### src/rtl/seg7_scan_driver_if.sv
// seg7_scan_driver_if -- bundle between a value producer and the 7-segment
// scan driver.
//
//   value    producer -> driver  4*DIGITS nibbles, digit 0 in bits 3:0
//   load     producer -> driver  1-cycle strobe, capture value
//   lzb      producer -> driver  leading-zero blanking enable (level)
//   sg7      driver -> producer  {g,f,e,d,c,b,a}, active-low
//   an       driver -> producer  digit enables, active-low one-hot
//   frame    driver -> producer  pulse on scan wrap to digit 0
//   upd_pend driver -> producer  loaded value waiting for frame boundary
//
// master = producer side, slave = the driver.
interface seg7_scan_driver_if #(
    parameter int DIGITS = 4
);
    logic [4*DIGITS-1:0] value;
    logic                load;
    logic                lzb;
    logic [6:0]          sg7;
    logic [DIGITS-1:0]   an;
    logic                frame;
    logic                upd_pend;

    modport master (
        output value, load, lzb,
        input  sg7, an, frame, upd_pend
    );

    modport slave (
        input  value, load, lzb,
        output sg7, an, frame, upd_pend
    );
endinterface

### src/rtl/seg7_scan_driver.sv
// seg7_scan_driver -- time-multiplexed driver for a DIGITS-wide common-anode
// 7-segment display. Each digit is held for CLK_DIV cycles in round-robin
// order. The displayed value is double-buffered and only swaps at a frame
// boundary (tick while the last digit is active) to avoid tearing.
//
// Parameters:
//   DIGITS   number of digits scanned (1..8)
//   CLK_DIV  clk cycles each digit stays active (>= 2)
//
// Ports:
//   clk    system clock, rising edge
//   rst_n  synchronous active-low reset
//   bus    seg7_scan_driver_if.slave (value/load/lzb in, sg7/an/frame/upd_pend out)
//
// Build option:
//   SEG7_HEX_EN  when defined, nibbles 10..15 decode as A,b,C,d,E,F;
//                otherwise they show "0" like the legacy BCD decoder.
module seg7_scan_driver #(
    parameter int DIGITS  = 4,
    parameter int CLK_DIV = 50000
) (
    input  logic              clk,
    input  logic              rst_n,
    seg7_scan_driver_if.slave bus
);
    localparam int IW = (DIGITS > 1) ? $clog2(DIGITS) : 1;
    localparam int CW = $clog2(CLK_DIV);
    localparam int VW = 4 * DIGITS;

    logic [CW-1:0]     cnt, cnt_next;
    logic [IW-1:0]     idx, idx_next;
    logic [VW-1:0]     pending, pending_next;
    logic [VW-1:0]     shadow, shadow_next;
    logic              pend, pend_next;
    logic              tick, boundary;
    logic [6:0]        sg7_q, sg7_next;
    logic [DIGITS-1:0] an_q, an_next;
    logic              frame_q;
    logic [DIGITS-1:0] zero_above;
    logic [3:0]        nib;
    logic              blank;

    function automatic logic [6:0] decode(input logic [3:0] n);
        logic [6:0] s;
        case (n)
            4'h0: s = 7'b1000000;
            4'h1: s = 7'b1111001;
            4'h2: s = 7'b0100100;
            4'h3: s = 7'b0110000;
            4'h4: s = 7'b0011001;
            4'h5: s = 7'b0010010;
            4'h6: s = 7'b0000010;
            4'h7: s = 7'b1111000;
            4'h8: s = 7'b0000000;
            4'h9: s = 7'b0011000;
`ifdef SEG7_HEX_EN
            4'hA: s = 7'b0001000;
            4'hB: s = 7'b0000011;
            4'hC: s = 7'b1000110;
            4'hD: s = 7'b0100001;
            4'hE: s = 7'b0000110;
            default: s = 7'b0001110;
`else
            default: s = 7'b1000000;
`endif
        endcase
        return s;
    endfunction

    // Scan sequencing and double-buffer control.
    always_comb begin
        tick         = (cnt == CW'(CLK_DIV - 1));
        boundary     = tick && (idx == IW'(DIGITS - 1));
        cnt_next     = tick ? '0 : cnt + CW'(1);
        idx_next     = idx;
        if (tick) idx_next = (idx == IW'(DIGITS - 1)) ? '0 : idx + IW'(1);

        shadow_next  = shadow;
        pending_next = pending;
        pend_next    = pend;
        if (boundary) begin
            // A load on the boundary edge bypasses the pending buffer.
            if (bus.load)  shadow_next = bus.value;
            else if (pend) shadow_next = pending;
            pend_next = 1'b0;
        end else if (bus.load) begin
            pending_next = bus.value;
            pend_next    = 1'b1;
        end
    end

    // zero_above[i]: nibbles i..DIGITS-1 of the value being displayed are zero.
    assign zero_above[DIGITS-1] = (shadow_next[VW-1 -: 4] == 4'h0);
    for (genvar i = 0; i < DIGITS - 1; i++) begin : g_zero
        assign zero_above[i] = (shadow_next[4*i +: 4] == 4'h0) && zero_above[i+1];
    end

    // Outputs are computed from the next-state values so that an and sg7
    // always change together and refer to the same digit.
    always_comb begin
        nib     = 4'h0;
        blank   = 1'b0;
        an_next = '1;
        for (int i = 0; i < DIGITS; i++) begin
            if (idx_next == IW'(i)) begin
                nib        = shadow_next[4*i +: 4];
                blank      = bus.lzb && (i > 0) && zero_above[i];
                an_next[i] = 1'b0;
            end
        end
        sg7_next = blank ? 7'h7F : decode(nib);
    end

    always_ff @(posedge clk) begin
        if (!rst_n) begin
            cnt     <= '0;
            idx     <= '0;
            pending <= '0;
            pend    <= 1'b0;
            shadow  <= '0;
            sg7_q   <= 7'h7F;
            an_q    <= '1;
            frame_q <= 1'b0;
        end else begin
            cnt     <= cnt_next;
            idx     <= idx_next;
            pending <= pending_next;
            pend    <= pend_next;
            shadow  <= shadow_next;
            sg7_q   <= sg7_next;
            an_q    <= an_next;
            frame_q <= boundary;
        end
    end

    assign bus.sg7      = sg7_q;
    assign bus.an       = an_q;
    assign bus.frame    = frame_q;
    assign bus.upd_pend = pend;
endmodule
### src/flat_wrapper.sv
// flat-port wrapper written by rule: the top's interface ports become plain ports
module seg7_scan_driver_flat 
#(
    parameter int DIGITS  = 4,
    parameter int CLK_DIV = 50000
)
  (clk, rst_n, bus_value, bus_load, bus_lzb, bus_sg7, bus_an, bus_frame, bus_upd_pend);
  seg7_scan_driver_if #(.DIGITS(DIGITS)) bus_i ();
  input  logic clk;
  input  logic rst_n;
  input wire logic [$bits(bus_i.value)-1:0] bus_value;
  input wire logic [$bits(bus_i.load)-1:0] bus_load;
  input wire logic [$bits(bus_i.lzb)-1:0] bus_lzb;
  output wire logic [$bits(bus_i.sg7)-1:0] bus_sg7;
  output wire logic [$bits(bus_i.an)-1:0] bus_an;
  output wire logic [$bits(bus_i.frame)-1:0] bus_frame;
  output wire logic [$bits(bus_i.upd_pend)-1:0] bus_upd_pend;
  assign bus_i.value = bus_value;
  assign bus_i.load = bus_load;
  assign bus_i.lzb = bus_lzb;
  assign bus_sg7 = bus_i.sg7;
  assign bus_an = bus_i.an;
  assign bus_frame = bus_i.frame;
  assign bus_upd_pend = bus_i.upd_pend;
  seg7_scan_driver #(.DIGITS(DIGITS), .CLK_DIV(CLK_DIV)) u_core (.clk(clk), .rst_n(rst_n), .bus(bus_i));
endmodule
### config.mk
export PLATFORM = sky130hd
export DESIGN_NAME = seg7_scan_driver_flat
export DESIGN_NICKNAME = d
export VERILOG_FILES = /design/src/rtl/seg7_scan_driver_if.sv /design/src/rtl/seg7_scan_driver.sv /design/src/flat_wrapper.sv
export SDC_FILE = /design/constraint.sdc
export NUM_CORES = 1
export LEC_CHECK = 0
export ABC_AREA = 1
export CAP_MARGIN = 20
export CORE_AREA = 2 2 119 121
export DETAILED_ROUTE_END_ITERATION = 8
export DIE_AREA = 0 0 121 123
export GPL_TIMING_DRIVEN = 0
export PLACE_DENSITY = 0.53
export SETUP_SLACK_MARGIN = 0.2
export SYNTH_ARGS = -nofsm -noshare
export SYNTH_HDL_FRONTEND = slang
export SYNTH_SLANG_ARGS = --single-unit
export TNS_END_PERCENT = 1
### constraint.sdc
create_clock -name clk -period 2.3 [get_ports clk]
set_input_delay 0.575 -clock clk [delete_from_list [all_inputs] [get_ports clk]]
set_output_delay 0.575 -clock clk [all_outputs]
set_load 0.01 [all_outputs]
==> out/results.ini, run 1 <==
[synth]
synthCells=484
synthDistinctLibCells=39
synth_edf_count=0
async_flop_share_pct=0
synth.net_count=510
ys.flop_type=dfxtp_1
synthesis.area_sq_um=3330
synth-seq-cells=63
synth.avg_cell_area_sq_um=6.89
ys_seq_area_share_pct=37.8
yosysWarnings=0

[floorplan]
dieArea_sq_um=14900
num_rows=43
core_area_sq_um=13600
die_w_um=121
die_h_um=123
start_util_pct=24.5
boundaryPins=33

[global_routing]
grt_usage_pct=12.6
grt_antenna_before_repair=0
grt_pass1_vias=3145
grt_pass1_wl_mm=14.5
grt_start_max_net_pins=11
overflow=0

[final_layout]
drive_above_1_share_pct=24.6
final_cell_mix=nand2_1, nor2_1, dfxtp_1
final_common_cell=nand2_1
fin_cells=724
finalNetCount=565
post-route-util_pct=33.0
area_growth_pct=34.7
n_antenna_cell=0

[detailed_routing]
vias_per_cell=4.45
top_layer_used=met4
totalWireLength_mm=8.86
vias=3221
routed-wl-met2_mm=4.33
first_pass_iters=4
drc=0
drt_iter0_markers=134
met3_length_um=502
wl_met1_mm=3.87
wl_per_cell_um=12.2
antenna_left=0

[pwr]
combPwrFrac_pct=7.1
power_density_nw_per_um2=608
seqPwrFrac_pct=41.8
p_int_uw=2130
power_frac_clock_pct=51.1
p_sw_uw=599
switching_share_pct=21.9
ir_drop_mv=0.292
leakagePower_uw=0.00182

[placement]
place_ws_ns=-0.214
routabilityCongestion=0.860
place_hpwl_mm=6.32
io_buffers=31
dp_cells=695

[timing]
finalSetupViolCount=0
clock_skew_ns=0.00907
clock.fmax_mhz=474
fin_hold_ws_ns=0.455
timing_hold_violations_final=0
grt_setup_unrepaired=true
fin_crit_sh_pct=91.8
layout_setup_ws_ns=0.189
worst_slew_pin_slew_ns=0.563
slew_headroom_pct=62.3
slew_viol_final=0
min_period_ns=2.11

[setup_path]
endpoint_kind=register
worst-r2r-setup-slack_ns=0.19
cp.required_ns=2.52
startpoint_type=register
reg2reg_from=u_core.cnt[0]
r2r_cells=16
cp_max_fo=5
cp.arrival_ns=2.33
r2r-end=u_core.bus.sg7[6]
critical_path_class=reg -> reg

[clocking]
cts-root-buf=clkbuf_16
numCtsBuffers=9
h-tree-depth=3
cts_buffer_depth=2
cts_tree=built
clock-sinks=63
clk_pin_slew_ns=0.05
clock_latency_ns=0.34
postCtsHoldBufs=0

[min_path]
hold_path.class=reg -> reg
hp-start=u_core.pending[2]
whs_path_depth=2
min_to=u_core.pending[2]

[status]
status=completed

[run]
maxCapViolCount=0

-- critical path, stage by stage (launching register included) --
cell and delay, ns:
dfxtp_2 0.35, ha_4 0.16, nand3_4 0.11, nor2_4 0.16, nand3_4 0.11, buf_6 0.15, nand2_1 0.07, o21ai_2 0.07
nand2_1 0.08, nand3_2 0.09, nor2_4 0.15, inv_2 0.07, ha_2 0.18, nand2_2 0.07, nand2_1 0.05, nand2_1 0.06
nand3_2 0.05
-- per-layer routing --
metal  vias up  track usage (%)
li1       1654                -
met5         -                0
met2        57             21.8
met1      1498             14.2
met4         0             5.38
met3        12             4.34
-- Yosys cell counts, drive strengths merged (2+ instances only) --
cell,n,share of area [%]
a211oi,3,0.68
a21oi,18,2.7
a31oi,2,0.38
and2,4,0.75
buf,9,1.8
clkbuf,4,0.45
dfxtp,63,38
ha,6,2.3
inv,55,6.3
mux2i,2,0.60
nand2,136,17
nand3,26,4.7
nand3b,2,0.45
nand4,4,1.4
nor2,83,12
nor3,5,0.75
nor3b,3,0.68
o21a,2,0.45
o21ai,52,8.4
-- power groups by stage --
stage	Sequential [uW]	Combinational, uW	Clock, uW
floorplan	1160	101	0
global route	1140	221	1490
finish	1140	195	1400
global placement	1160	186	0
detailed placement	1160	189	0
CTS	1140	194	1450
-- state kept, by name (all words and copies together) (netlist names) --
name                 cells
u_core.pending          16
u_core.cnt              16
u_core.shadow           16
u_core.bus.sg7           7
u_core.idx               2
u_core.bus.an            4
u_core.bus.upd_pend      1
u_core.bus.frame         1
-- through the flow --
stage	instance area (sq um)	power, uW	TNS (ns)
final	4490	2730	0
after global routing	4490	2850	0
after CTS	4350	2780	0
after detailed placement	3880	1350	-2.42
after global placement	3880	1350	-1.48
after floorplan	3350	1260	0
-- worst max path at each step --
stage	startpoint	to	slack (ns)	cells past startpoint
after floorplan	bus_load	u_core.bus.sg7[3]	0.21	16
after global placement	rst_n	u_core.cnt[9]	-0.16	6
after detailed placement	rst_n	u_core.cnt[15]	-0.21	6
after CTS	u_core.cnt[1]	u_core.bus.sg7[5]	0.15	16
after global routing	u_core.cnt[0]	u_core.bus.sg7[5]	0.05	16
final	u_core.cnt[0]	u_core.bus.sg7[6]	0.19	16
-- cell families (layout without fill, tap and decap cells) --
logic type	Yosys count	after routing	share of synthesized area, %
adder cells (fa/ha/maj)	6	6	2.25
buffers and inverters	69	129	8.63
AO/OA/AOI/OAI	79	79	13.0
AND/OR/NAND/NOR	265	265	37.6
flip-flops	63	63	37.8
multiplexers	2	2	0.601
-- repair_timing --
item,CTS,global route
buffers inserted,8,4
setup endpoints to repair,21,21
cloned,1,0
endpoints found under the hold margin,0,0
resized for setup,28,37
pin swaps,9,16
-- area by class of cell --
cell class / instances / area (sq um)
fill: 1429 / 9120
sequential: 63 / 1280
tap: 180 / 225
timing repair buffer: 44 / 412
inverter: 56 / 214
multi-input combinational: 352 / 1970
clock inverter: 3 / 40.0
buffer: 13 / 81.3
clock buffer: 13 / 270
Note: power is estimated with default switching activity, not from simulation.
==> run 2: changes to the inputs <==
--- a/config.mk
+++ b/config.mk
@@ -7,11 +7,11 @@
 export LEC_CHECK = 0
 export ABC_AREA = 1
 export CAP_MARGIN = 20
-export CORE_AREA = 2 2 119 121
+export CORE_AREA = 2 2 84 86
 export DETAILED_ROUTE_END_ITERATION = 8
-export DIE_AREA = 0 0 121 123
+export DIE_AREA = 0 0 86 88
 export GPL_TIMING_DRIVEN = 0
-export PLACE_DENSITY = 0.53
+export PLACE_DENSITY = 0.85
 export SETUP_SLACK_MARGIN = 0.2
 export SYNTH_ARGS = -nofsm -noshare
 export SYNTH_HDL_FRONTEND = slang
==> run 2 against run 1 <==
Net effect:
- sequential power hardly changed
- cell count is 14% lower
- setup slack worse by 0.055 ns
- sequential share of layout area is 1.3 points higher
- maximum frequency is 2.5% lower
- clock skew is 0.0033 ns higher
- first-iteration DRC count is 49% higher
- register-to-register slack worse by 0.05 ns
- largest power group unchanged
- critical path type unchanged
- clock-buffer cell count is 4 lower
- utilization is 31 points higher
==> out/results.ini, run 2 (same netlist as run 1, synthesis figures left out) <==
[timing]
finalSetupViolCount=0
clock_skew_ns=0.0124
slew_headroom_pct=62.6
worst_slew_pin_slew_ns=0.562
fin_crit_sh_pct=94.2
slew_viol_final=0
timing_hold_violations_final=0
min_period_ns=2.17
setup_tns_ns=0
clock.fmax_mhz=462
layout_setup_ws_ns=0.134
grt_setup_unrepaired=true

[placement]
routabilityCongestion=0.910
place_area_sq_um=3760
place_ws_ns=-0.129
place_hpwl_mm=5.63
dp_cells=595
io_buffers=31

[final_layout]
final_common_cell=nand2_1
final_cell_mix=nand2_1, nor2_1, dfxtp_1
finalNetCount=565
fill_cells=531
n_antenna_cell=0
drive_above_1_share_pct=23.2
fin_cells=623
area_growth_pct=28.1
final_area_sq_um=4270
largestRegisters=u_core.cnt x16, u_core.pending x16, u_core.shadow x16

[floorplan]
dieArea_sq_um=7570
num_rows=30
boundaryPins=33
die_h_um=88
die_w_um=86
start_util_pct=50.2
core_area_sq_um=6640

[global_routing]
grtUsageMet1_pct=28.0
grt_start_max_net_pins=12
grt_pass1_vias=3222
grt_usage_pct=23.4
grt_use_met2_pct=39.5
grt_antenna_before_repair=0
overflow=0
top_usage_layer=met2
grt_use_met3_pct=3.77
grt_pass1_wl_mm=14.0

[detailed_routing]
vias_per_cell=5.41
first_pass_iters=6
vias=3368
wl_per_cell_um=13.7
drc=0
totalWireLength_mm=8.54
drt_iter0_markers=200
antenna_left=0

[setup_path]
startpoint_type=register
cpPeakStageDelay_ns=0.35
critical_path_class=reg -> reg
cp.required_ns=2.53
cp.arrival_ns=2.40
cp_cell_sequence=nor2_2, nand2_2, nor2_4, nand3_4, buf_8, o21ai_2, nand2_1, nand3_2, nand2_4, ha_1, nand2_1, nand3_1, nand2_1
cpMostUsedCell=nand2_1
endpoint_kind=register
cp_max_fo=5
cp_slowest_cell=dfxtp_1

[clocking]
clock-sinks=63
h-tree-depth=3
cts_buffer_depth=2
numCtsBuffers=9
cts_tree=built
cts-root-buf=clkbuf_8
clock_latency_ns=0.35
clk_pin_slew_ns=0.07

[status]
status=completed

[min_path]
hold_path.class=reg -> reg

[run]
maxCapViolCount=0

[pwr]
ir_drop_mv=0.276
power_density_nw_per_um2=583
leakagePower_uw=0.00178

-- run 2: changes by cell type in the layout (fill, tap and decap cells not counted), sizes merged --
cell,delta
bufinv,+2
clkbuf,-3
buf,-1
clkinv,-1
clkinvlp,+2
-- run 2: report_power, final --
group,switching [uW],leakage (uW),internal (uW)
Sequential,17.5,0.000518,1120
Clock,445,0.000111,712
Combinational,108,0.00115,84.7
-- run 2: repair_timing --
action,CTS,global route
resized for setup,38,17
setup buffers,10,2
endpoints found under the setup margin,17,19
hold buffers,0,0
hold endpoints to repair,0,0
pin swaps,15,15
cloned,1,0
-- run 2: per-stage QoR --
stage               total power, uW  hold WS (ns)  util, %
finish                         2490         0.452     64.3
global route                   2570         0.463     64.3
CTS                            2500         0.443     63.1
detailed placement             1350         0.443     56.6
global placement               1340         0.432     56.6
floorplan                      1260         0.418        -
-- run 2: worst max-delay path: cells and delay by family, from the launching register on --
kind | cells | cell delay (ns)
AOI/OAI and AO/OA | 1 | 0.17
adders and majority gates | 1 | 0.29
buffers and inverters | 1 | 0.17
DFF | 1 | 0.35
and+or+nand+nor | 10 | 1.07
-- run 2: worst paths after layout --
kind,from,endpoint,slack [ns],cells after the start
setup / recovery,u_core.cnt[11],u_core.bus.sg7[3],0.13,13
hold / removal,u_core.cnt[0],u_core.cnt[0],0.45,1
setup reg to reg,u_core.cnt[11],u_core.bus.sg7[3],0.13,13
hold reg to reg,u_core.cnt[0],u_core.cnt[0],0.45,1
-- run 2: cell type report --
| type | count | area [sq um] | area share [%] |
|---|---|---|---|
| Buffer | 13 | 85.1 | 1.99 |
| Clock buffer | 9 | 124 | 2.90 |
| Clock inverter | 6 | 110 | 2.58 |
| Inverter | 56 | 213 | 4.98 |
| Multi-Input combinational cell | 352 | 1960 | 45.9 |
| Sequential cell | 63 | 1270 | 29.7 |
| Tap cell | 80 | 100 | 2.34 |
| Timing Repair Buffer | 44 | 408 | 9.55 |
-- run 2: metal layers --
layer  share of wire, %  wire length [um]
met4                3.9               333
met1                 41              3530
met3                6.6               564
met5                  0                 0
met2                 48              4110
